**src/rtl/reg_file_16.sv**
```systemverilog
// 16 x WIDTH register bank for the decode stage: two combinational read ports,
// one clocked write port from writeback, write-through bypass, r15 reads as zero.

module reg_file_16_decode #(
    parameter int ZERO_REG = 15
) (
    input  logic        en,
    input  logic [3:0]  idx,
    output logic [15:0] onehot
);
    localparam logic [3:0] ZIDX = 4'(ZERO_REG);

    always_comb begin
        onehot = '0;
        if (en && (idx != ZIDX)) begin
            onehot[idx] = 1'b1;
        end
    end
endmodule

module reg_file_16_cell #(
    parameter int WIDTH = 64
) (
    input  logic             clk,
    input  logic             reset,
    input  logic             en,
    input  logic [WIDTH-1:0] d,
    output logic [WIDTH-1:0] q
);
    always_ff @(posedge clk or posedge reset) begin
        if (reset) begin
            q <= '0;
        end else if (en) begin
            q <= d;
        end
    end
endmodule

module reg_file_16_mux16 (
    input  logic [15:0] in,
    input  logic [3:0]  sel,
    output logic        out
);
    logic [7:0] l1;
    logic [3:0] l2;
    logic [1:0] l3;

    // Binary tree, one select bit per level
    always_comb begin
        for (int i = 0; i < 8; i++) begin
            l1[i] = sel[0] ? in[2*i+1] : in[2*i];
        end
        for (int i = 0; i < 4; i++) begin
            l2[i] = sel[1] ? l1[2*i+1] : l1[2*i];
        end
        for (int i = 0; i < 2; i++) begin
            l3[i] = sel[2] ? l2[2*i+1] : l2[2*i];
        end
        out = sel[3] ? l3[1] : l3[0];
    end
endmodule

module reg_file_16 #(
    parameter int WIDTH    = 64,
    parameter int ZERO_REG = 15
) (
    input  logic             clk,
    input  logic             reset,
    input  logic             reg_write,
    input  logic [3:0]       write_reg,
    input  logic [WIDTH-1:0] write_data,
    input  logic [3:0]       read_reg1,
    input  logic [3:0]       read_reg2,
    output logic [WIDTH-1:0] read_data1,
    output logic [WIDTH-1:0] read_data2
);
    localparam logic [3:0] ZIDX = 4'(ZERO_REG);

    logic [15:0]      wen;
    logic [WIDTH-1:0] storage [16];
    logic [WIDTH-1:0] raw1;
    logic [WIDTH-1:0] raw2;
    logic             byp1;
    logic             byp2;

    reg_file_16_decode #(
        .ZERO_REG(ZERO_REG)
    ) u_dec (
        .en    (reg_write),
        .idx   (write_reg),
        .onehot(wen)
    );

    for (genvar r = 0; r < 16; r++) begin : g_reg
        reg_file_16_cell #(
            .WIDTH(WIDTH)
        ) u_cell (
            .clk  (clk),
            .reset(reset),
            .en   (wen[r]),
            .d    (write_data),
            .q    (storage[r])
        );
    end

    // Transpose storage so each bit gets its own 16:1 tree per port
    for (genvar b = 0; b < WIDTH; b++) begin : g_bit
        logic [15:0] col;

        for (genvar r = 0; r < 16; r++) begin : g_col
            assign col[r] = storage[r][b];
        end

        reg_file_16_mux16 u_mux1 (
            .in (col),
            .sel(read_reg1),
            .out(raw1[b])
        );

        reg_file_16_mux16 u_mux2 (
            .in (col),
            .sel(read_reg2),
            .out(raw2[b])
        );
    end

    assign byp1 = reg_write && !reset && (write_reg == read_reg1);
    assign byp2 = reg_write && !reset && (write_reg == read_reg2);

    always_comb begin
        if (read_reg1 == ZIDX) begin
            read_data1 = '0;
        end else if (byp1) begin
            read_data1 = write_data;
        end else begin
            read_data1 = raw1;
        end
    end

    always_comb begin
        if (read_reg2 == ZIDX) begin
            read_data2 = '0;
        end else if (byp2) begin
            read_data2 = write_data;
        end else begin
            read_data2 = raw2;
        end
    end
endmodule

```
**config.mk**
```make
export PLATFORM = sky130hd
export DESIGN_NAME = reg_file_16
export DESIGN_NICKNAME = d
export VERILOG_FILES = /design/src/rtl/reg_file_16.sv
export SDC_FILE = /design/constraint.sdc
export NUM_CORES = 2
export LEC_CHECK = 0
export ABC_AREA = 1
export BUFFER_PORTS_ARGS = -buffer_cell sky130_fd_sc_hd__buf_2
export CAP_MARGIN = 0
export CELL_PAD_IN_SITES_DETAIL_PLACEMENT = 0
export CELL_PAD_IN_SITES_GLOBAL_PLACEMENT = 1
export CORE_ASPECT_RATIO = 0.9
export CORE_MARGIN = 5
export CORE_UTILIZATION = 45
export DETAILED_ROUTE_END_ITERATION = 6
export PLACE_DENSITY = 0.89
export SYNTH_ARGS = -nofsm -noshare
export SYNTH_HDL_FRONTEND = slang
export SYNTH_HIERARCHICAL = 1
export SYNTH_SLANG_ARGS = --single-unit
```
**constraint.sdc**
```tcl
create_clock -name clk -period 2.3 [get_ports clk]
set_input_delay 0.23 -clock clk [delete_from_list [all_inputs] [get_ports clk]]
set_output_delay 0.23 -clock clk [all_outputs]
set_load 0.05 [all_outputs]
```
==> run_results.csv <==
group,metric,value,unit
yosys,synth-simple-area-share,45.7,%
yosys,synth-seq-area-share,35.4,%
drt,drcViolationCount,0,
timing,min_period_over_period,106,%
yosys,synth-xor-area-share,0.0363,%
global_route,grt_max_degree,67,
yosys,synth_compound_area_share,0.466,%
critical_path,critPathRequiredTime,2070,ps
clock_tree,cts_buffers,118,
run,maxCapViolCount,0,
finish,regArea,0.0256,mm^2
clock_tree,htreeDepth,3,
finish,nets,12241,
power,vdd_drop_max,0.000656,V
timing,hold_violations,0,
yosys,synth_top_area_cell,"dfrtp_1",
yosys,synthArstFlopShare,100,%
hold_path,hold_path.class,"in -> reg",
clock_tree,cts_root_buffer,"clkbuf_16",
yosys,yosys.cell_types.count,22,
yosys,synthTopCellsByCount,"nand2_1, inv_1, nand3_1",
drt,vias_per_cell,5.38,
yosys,muxShareOfSynthArea,0,%
power,power_leakage,50.9,nW
timing,max_slew_margin,50.8,%
floorplan,dieArea,0.169,mm^2
floorplan,core,0.160,mm^2
yosys,synthAdderAreaFrac,0,%
critical_path,worstPathMaxFanout,3,
yosys,syn_inst,11583,
global_route,antenna_found_initial,5,
clock_tree,clk_path_buf_depth,3,
critical_path,cp-start-kind,"flip-flop",
timing,max_freq,411,MHz
run_status,outcome,"complete, but fails checks",
global_route,globalRouteOverflowTotal,0,
placement,dp_hpwl,191000,um
finish,fill_cells,15592,
timing,clock_skew,0,ps
drt,wl_per_cell,22.2,um
clock_tree,cts_num_sinks,1024,
yosys,yosys-top-cells-area,"dfrtp_1, nand2_1, nand3_1",
timing,setup_ws,-132,ps
yosys,yosys_warnings,6,
finish,largest_reg_flops,1024,
global_route,grt_pass1_vias,71609,
global_route,grt_usage,36.3,%
run_status,violations,"negative setup slack",
drt,drt-initial-drc-count,9049,
timing,rsz0062_at_grt,"yes",
yosys,synth_fp_nets,11662,
timing,setup_viol,38,
floorplan,num_rows,139,
critical_path,cp.arrival,2200,ps
finish,synthToLayoutAreaGrowth,22.2,%
finish,drive_above_1_share,23.6,%
drt,wl,319000,um
finish,finish.utilization,55.4,%
placement,gp_congestion,0.973,
critical_path,cp-end-kind,"output port",
finish,multi_input_area,0.0367,mm^2
floorplan,pin_count,207,
placement,pre_cts_ws,-76.5,ps
global_route,grt_pass1_wl,463000,um
yosys,syn_area,0.0723,mm^2
yosys,synth.most_common_cell,"nand2_1",
yosys,synth_edf_count,0,
placement,io_buffers,206,
drt,vias,77348,
drt,dr.pass1.iters,6,
critical_path,crit_type,"reg -> out",
timing,worst_pin_slew,738,ps
clock_tree,clk_latency,770,ps
floorplan,start_util,45.3,%
yosys,ys_ff_latch,1024,
yosys,avgSynthCellArea,6.24,um^2
yosys,synth_ff_type,"dfrtp_1",
yosys,synth_top_family_by_area,"simple AND/OR/NAND/NOR gates",
finish,largest_register,"g.u_cell/q",
clock_tree,cts_tree,"built",
clock_tree,clk_pin_slew,60,ps
finish,top_regs,"g.u_cell/q x1024",
floorplan,dieWidth,433,um
drt,ant_nets,0,
timing,period_minus_slack,2430,ps
floorplan,dieHeight,390,um
yosys,synth_top_area_share,35.4,%
power,power_density,759,mW/mm^2
timing,finalMaxSlewViolations,0,
## per-stage QoR
step	hold WS (ps)	TNS [ps]	std cells	cell area [um^2]	power, W
final	274	-1640	14381	88400	0.0671
after detailed placement	481	-201	13895	77900	0.0426
after global placement	476	-260	13895	77900	0.0423
after CTS	201	-2720	14212	84700	0.0652
after global routing	261	-10310	14378	88400	0.0705
after floorplan	342	0	11583	72300	0.0366
## cell usage in the layout, fill, tap and decap left out, drive strengths merged
| cell type | netlist | layout |
|---|---|---|
| a21oi | 64 | 64 |
| buf | 296 | 798 |
| bufinv | 0 | 24 |
| clkbuf | 108 | 152 |
| clkinv | 0 | 26 |
| clkinvlp | 0 | 15 |
| conb | 1 | 1 |
| dfrtp | 1024 | 1024 |
| diode | 0 | 4 |
| dlygate4sd3 | 0 | 65 |
| inv | 2289 | 2292 |
| nand2 | 5973 | 5973 |
| nand3 | 1604 | 1604 |
| nand4 | 66 | 66 |
| nor2 | 152 | 152 |
| nor3b | 2 | 2 |
| o21ai | 1 | 1 |
| xor2 | 3 | 3 |
## area by class of cell
cell class	instances	share of cell area [%]
multi-input cells	7866	41.5
inverters	2289	11.0
clock inverters	68	1.21
repair buffers	863	10.5
diodes	4	0.0113
flip-flops and latches	1024	29.0
clock buffers	152	3.75
well taps	2115	2.99
## final timing paths
check / startpoint / to / slack [ps] / cells past startpoint
max: g_reg[4].u_cell/q[4] / read_data2[4] / -130 / 12
min: write_reg[1] / g_reg[14].u_cell/q[42] / 270 / 6
max reg2reg: g_reg[13].u_cell/q[33] / g_reg[13].u_cell/q[33] / 1430 / 4
min reg2reg: g_reg[13].u_cell/q[26] / g_reg[13].u_cell/q[26] / 490 / 2
max in group asynchronous: reset / g_reg[10].u_cell/q[31] / 920 / 5
min in group asynchronous: reset / g_reg[8].u_cell/q[42] / 480 / 4
## worst max-delay path, cell delays in order, from the launching register on
cell and delay (ps):
dfrtp_1 400, inv_2 50, nand2_2 60, nand3_1 70, nand3_1 100, nand3_2 70
nand2_2 90, inv_2 30, nand2_1 60, inv_1 40, nor2_1 110, buf_4 190
buf_12 150
## logic make-up after synthesis
family	Yosys count
xor+xnor	3
simple gates	7797
compound gates	65
buf+inv	2693
other cells	1
flops	1024
## report_power, final
part / internal, W / switching, W
sequential: 0.0216 / 0.00354
combinational: 0.00764 / 0.0128
clock: 0.0129 / 0.00865
total: 0.0421 / 0.0249
## routing by layer
layer,share of wire (%),vias to the layer above,track usage (%)
li1,-,35421,-
met2,43,4345,55.8
met5,0.0038,-,0
met4,6.0,2,17.3
met1,40,36594,49.3
met3,11,986,7.26
## what timing repair did
| action | 4_1_cts | 5_1_grt |
|---|---|---|
| pin swaps | 471 | 591 |
| buffers inserted | 43 | 165 |
| hold endpoints to repair | 1292 | 0 |
| endpoints found under the setup margin | 126 | 128 |
| resized for setup | 510 | 604 |
| hold buffers | 65 | 0 |
Note: power is estimated with default switching activity, not from simulation.
